[src/rtl/draw_score_pkg.sv]
// Shared geometry, colour constants and the 8x16 hex glyph font for draw_score.
package draw_score_pkg;

  localparam int GLYPH_W = 16;
  localparam int GLYPH_H = 32;
  localparam int CELL_W  = 18;
  localparam int SCALE   = 2;

  localparam logic [3:0] FG = 4'hF;
  localparam logic [3:0] BG = 4'h0;

  // FONT[nibble][rom_row]; bit 7 is the leftmost pixel column.
  localparam logic [7:0] FONT [16][16] = '{
    '{8'h7C,8'hC6,8'hC6,8'hCE,8'hDE,8'hF6,8'hE6,8'hC6,8'hC6,8'hC6,8'hC6,8'hC6,8'hC6,8'h7C,8'h00,8'h00},
    '{8'hF8,8'h18,8'h18,8'h18,8'h18,8'h18,8'h18,8'h18,8'h18,8'h18,8'h18,8'h18,8'h18,8'hFF,8'h00,8'h00},
    '{8'h7C,8'hC6,8'h06,8'h06,8'h0C,8'h18,8'h30,8'h60,8'hC0,8'hC0,8'hC0,8'hC6,8'hC6,8'hFE,8'h00,8'h00},
    '{8'h7C,8'hC6,8'h06,8'h06,8'h06,8'h3C,8'h06,8'h06,8'h06,8'h06,8'h06,8'hC6,8'hC6,8'h7C,8'h00,8'h00},
    '{8'h0C,8'h1C,8'h3C,8'h6C,8'hCC,8'hCC,8'hFE,8'h0C,8'h0C,8'h0C,8'h0C,8'h0C,8'h0C,8'h1E,8'h00,8'h00},
    '{8'hFE,8'hC0,8'hC0,8'hC0,8'hFC,8'h06,8'h06,8'h06,8'h06,8'h06,8'h06,8'hC6,8'hC6,8'h7C,8'h00,8'h00},
    '{8'h38,8'h60,8'hC0,8'hC0,8'hFC,8'hC6,8'hC6,8'hC6,8'hC6,8'hC6,8'hC6,8'hC6,8'hC6,8'h7C,8'h00,8'h00},
    '{8'hFE,8'hC6,8'h06,8'h0C,8'h18,8'h30,8'h30,8'h30,8'h30,8'h30,8'h30,8'h30,8'h30,8'h30,8'h00,8'h00},
    '{8'h7C,8'hC6,8'hC6,8'hC6,8'hC6,8'h7C,8'hC6,8'hC6,8'hC6,8'hC6,8'hC6,8'hC6,8'hC6,8'h7C,8'h00,8'h00},
    '{8'h7C,8'hC6,8'hC6,8'hC6,8'hC6,8'h7E,8'h06,8'h06,8'h06,8'h06,8'h06,8'h06,8'h0C,8'h78,8'h00,8'h00},
    '{8'h10,8'h38,8'h6C,8'hC6,8'hC6,8'hC6,8'hFE,8'hC6,8'hC6,8'hC6,8'hC6,8'hC6,8'hC6,8'hC6,8'h00,8'h00},
    '{8'hFC,8'h66,8'h66,8'h66,8'h66,8'h7C,8'h66,8'h66,8'h66,8'h66,8'h66,8'h66,8'h66,8'hFC,8'h00,8'h00},
    '{8'h3C,8'h66,8'hC2,8'hC0,8'hC0,8'hC0,8'hC0,8'hC0,8'hC0,8'hC0,8'hC0,8'hC2,8'h66,8'h3C,8'h00,8'h00},
    '{8'hF8,8'h6C,8'h66,8'h66,8'h66,8'h66,8'h66,8'h66,8'h66,8'h66,8'h66,8'h66,8'h6C,8'hF8,8'h00,8'h00},
    '{8'hFE,8'h66,8'h62,8'h68,8'h78,8'h68,8'h60,8'h60,8'h60,8'h60,8'h60,8'h62,8'h66,8'hFE,8'h00,8'h00},
    '{8'hFE,8'h66,8'h62,8'h68,8'h78,8'h68,8'h60,8'h60,8'h60,8'h60,8'h60,8'h60,8'h60,8'hF0,8'h00,8'h00}
  };

endpackage

[src/rtl/draw_score_font_rom.sv]
// Combinational glyph lookup: (nibble, rom row) -> 8-pixel row bitmap, MSB leftmost.
module score_font_rom
  import draw_score_pkg::*;
(
  input  logic [3:0] i_nibble,
  input  logic [3:0] i_row,
  output logic [7:0] o_bits
);

  assign o_bits = FONT[i_nibble][i_row];

endmodule

[src/rtl/draw_score.sv]
// Hex score overlay: maps a pixel offset to a registered colour and draw-enable (1-clock latency).
// Optional leading-zero blanking is enabled by defining DRAW_SCORE_LEADING_ZERO_BLANK_EN.
module draw_score
  import draw_score_pkg::*;
#(
  parameter int DIGITS = 10
) (
  input  logic                  clk,
  input  logic                  reset,
  input  logic [9:0]            offsetX,
  input  logic [8:0]            offsetY,
  input  logic [4*DIGITS-1:0]   digits,
  output logic [3:0]            Red,
  output logic [3:0]            Green,
  output logic [3:0]            Blue,
  output logic                  Draw
);

  logic [9:0] w_k;
  logic [4:0] w_c;
  logic       w_inside;
  logic [3:0] w_nibble;
  logic       w_blank;
  logic [7:0] w_bits;
  logic       w_pix;
  logic       w_draw;
`ifdef DRAW_SCORE_LEADING_ZERO_BLANK_EN
  logic       w_zero_run;
`endif

  assign w_k = offsetX / 10'(CELL_W);
  assign w_c = 5'(offsetX % 10'(CELL_W));

  assign w_inside = (w_k < 10'(DIGITS)) && (w_c < 5'(GLYPH_W)) && (offsetY < 9'(GLYPH_H));

  // Select the nibble of cell k; the zero run tracks whether every cell up to k is zero.
  always_comb begin
    w_nibble = 4'd0;
    w_blank  = 1'b0;
`ifdef DRAW_SCORE_LEADING_ZERO_BLANK_EN
    w_zero_run = 1'b1;
`endif
    for (int i = 0; i < DIGITS; i++) begin
`ifdef DRAW_SCORE_LEADING_ZERO_BLANK_EN
      w_zero_run = w_zero_run && (digits[4*(DIGITS-1-i) +: 4] == 4'd0);
`endif
      if (w_k == 10'(i)) begin
        w_nibble = digits[4*(DIGITS-1-i) +: 4];
`ifdef DRAW_SCORE_LEADING_ZERO_BLANK_EN
        w_blank  = w_zero_run && (i != DIGITS-1);
`endif
      end
    end
  end

  score_font_rom u_font (
    .i_nibble (w_nibble),
    .i_row    (offsetY[4:1]),
    .o_bits   (w_bits)
  );

  assign w_pix  = w_bits[3'd7 - w_c[3:1]];
  assign w_draw = w_inside && !w_blank;

  always_ff @(posedge clk or posedge reset) begin
    if (reset) begin
      Draw  <= 1'b0;
      Red   <= BG;
      Green <= BG;
      Blue  <= BG;
    end else begin
      Draw  <= w_draw;
      Red   <= (w_draw && w_pix) ? FG : BG;
      Green <= (w_draw && w_pix) ? FG : BG;
      Blue  <= (w_draw && w_pix) ? FG : BG;
    end
  end

endmodule

[config.mk]
export PLATFORM = sky130hd
export DESIGN_NAME = draw_score
export DESIGN_NICKNAME = d
export VERILOG_FILES = /design/src/rtl/draw_score_pkg.sv /design/src/rtl/draw_score_font_rom.sv /design/src/rtl/draw_score.sv
export SDC_FILE = /design/constraint.sdc
export NUM_CORES = 1
export LEC_CHECK = 0
export ABC_AREA = 1
export CAP_MARGIN = 20
export CORE_MARGIN = 8
export CORE_UTILIZATION = 30
export CTS_CLUSTER_DIAMETER = 40
export DETAILED_ROUTE_END_ITERATION = 16
export PLACE_DENSITY = 0.64
export SYNTH_ARGS = -nofsm -noshare
export SYNTH_HDL_FRONTEND = slang
export SYNTH_SLANG_ARGS = --single-unit
[constraint.sdc]
create_clock -name clk -period 2.97 [get_ports clk]
set_clock_uncertainty 0.2 [all_clocks]
set_input_delay 0.594 -clock clk [delete_from_list [all_inputs] [get_ports clk]]
set_output_delay 0.594 -clock clk [all_outputs]
set_load 0.05 [all_outputs]
==> After elaboration in Yosys (flattened, before gate mapping) <==
Memory sizes are Yosys's and may differ from the RTL's.
Index checks and enable logic that the tools add are counted.
{ "word_totals": {"reg_bits": 5, "mem_bits_ro": 2048, "in_bits": 61, "out_inout_bits": 13, "elab_cells": 45, "memories": 1} }
{ "op_classes": {"addsub": 1, "div": 2, "magnitude_cmp": 6, "eq_ne": 9, "mux": 18, "n_bitwise": 2, "reduce_logical": 4} }
{ "mem_list": {"columns": ["memory", "words", "word_bits", "read_ports", "rd_clocked_by_memory_dff", "wr", "line_no", "rtl"], "rows": [
  ["(no name shown)", 16, 128, 1, 0, 0, "draw_score_font_rom.sv:10", "assign o_bits = FONT[i_nibble][i_row];"]
]} }
{ "ops": {"columns": ["operator", "n"], "rows": [
  ["$mux 128", 2],
  ["$mux 4", 11],
  ["$eq 10x3->1 const B", 4],
  ["$bmux 8 s4", 1],
  ["$eq 10x2->1 const B", 2],
  ["$eq 10x4->1 const B", 2],
  ["$mux 8", 2],
  ["$div 10x5->10 const B", 1],
  ["$eq 10x1->1 const B", 1],
  ["$ge 5x5->1 const B", 2],
  ["$logic_not 10->1", 1],
  ["$lt 10x4->1 const B", 1],
  ["$mod 10x5->10 const B", 1],
  ["$not 4->5", 2],
  ["$lt 9x6->1 const B", 1],
  ["$lt 5x5->1 const B", 1],
  ["$lt 3x4->1 const B", 1],
  ["$bmux 1 s3", 1],
  ["$logic_and 1x1->1", 3],
  ["$sub 3x3->3 const A", 1],
  ["$mux 1", 1]
]} }

==> Longest topological paths before layout <==
{ "depth": {"ltp_word": 23, "depth_mapped": 54, "depth_no_buf": 53} }

==> Hierarchy <==
From an unflattened synthesis, not the netlist that was laid out.
{ "unflattened": {"cells_unflattened": 587, "hier_area_um2": 2937.8} }
{ "modules_own_cells": {"columns": ["module", "instances", "cells_per_inst", "area_per_inst_um2", "seq_area_each_um2"], "rows": [
  ["score_font_rom", 1, 332, 1576.5, 0.0],
  ["draw_score", 1, 255, 1361.3, 50.0]
]} }

==> Worst setup path before layout <==
No wires, ideal clock.
{ "synth_timing": {"kind": "input to register", "startpoint": "input port offsetX[7]", "endpoint": "register Blue[2]", "setup_ns": 0.117, "arrival_time_ns": 4.490, "t_required_ns": 2.653, "setup_slack_ns": -1.837, "path_stages": 43, "path_buffers": 0, "path_cell_list": "inv_2 > nand2_1 > nand3_1 > nand3_2 > nand2_2 > nand2_2 > nand2_2 > nand4_2 > nand2_2 > nand2_4 > nand2_1 > nand4_2 > nand2_2 > nand2_4 > inv_4 > nand2_1 > nand2_1 > inv_2 > [7 not listed] > inv_1 > or2_1 > a21boi_2 > ha_1 > inv_1 > nand2_1 > nand3_1 > nand2_1 > nand2_1 > and2_1 > nand2_1 > nand2_1 > nand2_1 > nand2_1 > a21oi_1 > nand2_1 > nand2_1 > nor2_1"} }
{ "synth_via": {"elab_chain_cells": 23, "elab_cells_between_ends": 38, "cone_classes": "add/sub: 1; div: 2; order compare: 2; eq/ne: 9; mux: 18; bitwise: 1; reduce/logical: 4; memory: 1"} }
{ "synth_lines": {"columns": ["element", "line_no", "rtl"], "rows": [
  ["start, declared", "draw_score.sv:10", "input logic [9:0] offsetX,"],
  ["$div 10x5->10", "draw_score.sv:31", "assign w_k = offsetX / 10'(CELL_W);"],
  ["$logic_not 10->1", "draw_score.sv:47", "if (w_k == 10'(i)) begin"],
  ["$mux 4 (10 in series)", "draw_score.sv:47", null],
  ["$not 4->5 (implied by the code)", "draw_score_font_rom.sv:10", null],
  ["$mem_v2 16x128", null, null],
  ["$mux 128 (implied by the code) (2 in series)", "draw_score_font_rom.sv:10", null],
  ["$bmux 8 s4", "draw_score_font_rom.sv:10", null],
  ["$mux 8 (implied by the code) (2 in series)", "draw_score_font_rom.sv:10", null],
  ["$bmux 1 s3", "draw_score.sv:62", "assign w_pix = w_bits[3'd7 - w_c[3:1]];"],
  ["$mux 1 (implied by the code)", "draw_score.sv:62", null],
  ["$logic_and 1x1->1 *", "draw_score.sv:75", "Blue <= (w_draw && w_pix) ? FG : BG;"],
  ["$mux 4 *", "draw_score.sv:75", null],
  ["end signal, assigned", "draw_score.sv:75", null],
  ["end, declared", "draw_score.sv:15", "output logic [3:0] Blue,"]
]} }
Mark *: on every way between the ends. The rest lies on a longest branch, timed or not. The select of a mux whose other input is x is not followed.

==> Worst setup path in the final report <==
{ "layout_timing": {"startpoint": "input port offsetX[6]", "endpoint": "register Blue[2]"} }
Same word-level chain as after synthesis.

==> key figures <==
Run status
  – Outcome: finished, violations left
  – Failing checks: negative setup slack

Drt
  – Vias after detailed routing: 4987
  – DR WL met3: 1.14 mm
  – DR WL met2: 7.91 mm
  – Number of detailed-route iterations in the first pass: 5
  – Vias per inst: 5.28
  – DR DRC count: 0
  – Metal-1 WL: 5.71 mm
  – Iter 0 DRT Violations: 457
  – Final WL: 15.5 mm
  – Uppermost layer routed: met4
  – Post-DRT Antenna Nets: 0
  – Drt wl/cell: 16.5 µm

Logic synthesis
  – Synth area leaders: nand2_1, nand3_1, inv_1
  – Avg Synthesized Cell Area: 4.98 µm²
  – Async S/R FF share, synth: 100%
  – Synth unique cells: 41
  – Most frequent cell after synthesis: nand2_1
  – Synth Instances: 610
  – Syn. warnings: 0
  – Yosys reg bits: 2
  – Post-synth EDFFs: 0
  – Sequential fraction of the synthesis area: 1.65%
  – Synth top area share: 26.2%
  – Leading area contributor after synthesis: nand2_1
  – Post-Syn Area: 3040 µm²
  – Commonest cells in the netlist: nand2_1, nand3_1, inv_1, nor2_1, nand4_1
  – Syn_nets: 680
  – Main synth FF type: dfrtp_1

GRT
  – Vias in the first global route: 4906
  – First-pass GRT wire length: 24.3 mm
  – Largest net degree at the start of global routing: 14
  – Gr ovfl total: 0
  – GRT Util Overall: 22.4%
  – Antenna violations before repair: 0

STA
  – Final setup margin: -2.19 ns
  – Hold_ws: 0.334 ns
  – Slew headroom: 64.9%
  – Min Tclk post-route: 5.16 ns
  – Final slew viol count: 0
  – Slew @ Worst Pin: 0.525 ns
  – Setup TNS: -2.97 ns
  – Final setup violating endpoints: 2
  – Tcrit/Tclk final: 174%
  – Final Hold Fails: 0
  – RSZ-0062 raised after global routing: yes
  – Fmax achieved: 194 MHz

Placement
  – Routability cong.: 1.02
  – Post-DP HPWL: 11.3 mm
  – Dpl ws: -2.86 ns
  – Placed Instances: 896
  – Placed cell areas: 4720 µm²
  – I/O Buffers: 71

Setup path
  – Critical Path Source Type: input port
  – Endpoint class of the critical path: flop
  – Crit Path Category: input port to flop
  – CP max stage delay: 0.37 ns
  – Critical Path Slowest Stage Cell: o21ai_0
  – CP Max Fanout: 6
  – Arr. time, crit path: 5.10 ns
  – Crit-path most repeated cell: nand2_4
  – Worst EP required: 2.91 ns

Floorplanning
  – Die height: 117 µm
  – Die ar.: 13600 µm²
  – Std cell rows: 36
  – Core ar.: 9820 µm²
  – I/O pin total: 74
  – Die width: 117 µm
  – Initial cell density of the core: 30.9%

Cells and area
  – Finished Layout Cells: 944
  – P&R area growth vs syn: 91.9%
  – Diodes inserted: 0
  – Share of cells above drive strength 1: 37.7%
  – Final instance area: 5830 µm²
  – Final nets: 883

Power
  – Clock Power Share: 3.5%
  – Leakage: 2.88 nW
  – Net Sw Power: 1.61 mW
  – Internal power: 1.44 mW
  – Worst vdd ir: 0.000324 V
  – Sw Share: 52.8%
  – Pwr/cell area: 523 nW/µm²
  – Combinational share of power: 95.6%
  – Sequential share of power: 0.9%

Clocking
  – CTS tree: yes
  – H-tree level count: 1
  – Root Buffer Master: clkbuf_8
  – Max clock buf depth: 2
  – CTS buffer count: 3
  – Clock Sinks: 2
  – Clock-pin slew on the worst setup and hold paths: 0.03 ns

Min path
  – Hold Path Class: input port to asynchronous set/reset pin

Job
  – Max_cap viols: 0
[layer usage]
metal,up-vias,GRT usage (%)
met5,-,0
met4,0,9.47
met3,67,3.00
met2,243,41.9
met1,2294,24.8
li1,2383,-
[final timing paths]
path / start / endpoint / slack, ns / cells after the start
max in group asynchronous: reset / Draw / 2.12 / 2
min in group clk: offsetX[9] / Blue[2] / 0.87 / 7
worst min-delay path: reset / Blue[2] / 0.33 / 2
worst max-delay path: offsetX[6] / Blue[2] / -2.19 / 43
[metrics by stage]
step | util (%) | power, mW
floorplan | - | 1.33
global placement | 48.1 | 2.16
detailed placement | 48.1 | 2.15
CTS | 56.5 | 2.81
global route | 59.4 | 3.27
finish | 59.4 | 3.05
[cells in the final DEF, fill, tap and decap left out, types with 3 or more instances in the layout]
master and count:
nand4_1 23, o21ai_2 3, nor2_2 10, inv_2 10, inv_4 3, nand2_1 178, a21oi_1 16, buf_4 137
ha_2 4, nor2_1 47, buf_6 12, o21ai_1 11, nand3_1 82, nand2_4 21, clkdlybuf4s50_1 66, nand2_2 26
nand4_4 5, nand2_8 5, nand3_4 11, clkinv_1 3, ha_4 4, inv_1 53, nor3_1 3, clkbuf_8 3
nand3_2 17, nor2_4 4, buf_16 3, buf_12 7, o21ai_0 4, o211ai_1 4
[sequential cells by signal, summed over array words and instances, names as in the netlist]
| signal | cells |
|---|---|
| Blue | 1 |
| Draw | 1 |
[final cells by class]
cell class / instances / area, µm²
clock buffer: 3 / 41.3
fill: 928 / 3990
inverter: 74 / 327
multi-input combinational: 504 / 3160
sequential: 2 / 50.0
tap: 133 / 166
timing repair buffer: 228 / 2080
[repair_timing]
action | 4_1_cts | 5_1_grt
gates resized for setup | 119 | 51
setup endpoints to repair | 2 | 2
hold buffers | 0 | 0
pin swaps | 56 | 41
buffers inserted | 28 | 15
gates cloned | 5 | 0
[power groups by stage]
stage                     Clock (mW)  Combinational (mW)  Sequential [mW]
final                          0.106                2.91           0.0286
after detailed placement           0                2.12           0.0289
after CTS                      0.109                2.67           0.0287
after floorplan                    0                1.30           0.0299
after global routing           0.110                3.13           0.0287
after global placement             0                2.13           0.0288
[cell families after synthesis]
kind of cell	Yosys count	share of synthesized area, %
flops	2	1.65
compound gates	47	8.81
simple gates	442	68.2
buf+inv	106	16.5
xor+xnor	4	1.15
fa+ha+maj	9	3.71
[worst max-delay path, delay by kind of cell]
| family | cells | cell delay (ns) |
|---|---|---|
| and+or+nand+nor | 32 | 3.16 |
| buffers and inverters | 9 | 0.80 |
| AOI/OAI and AO/OA | 2 | 0.53 |
Power figures use the tool's default switching activity.
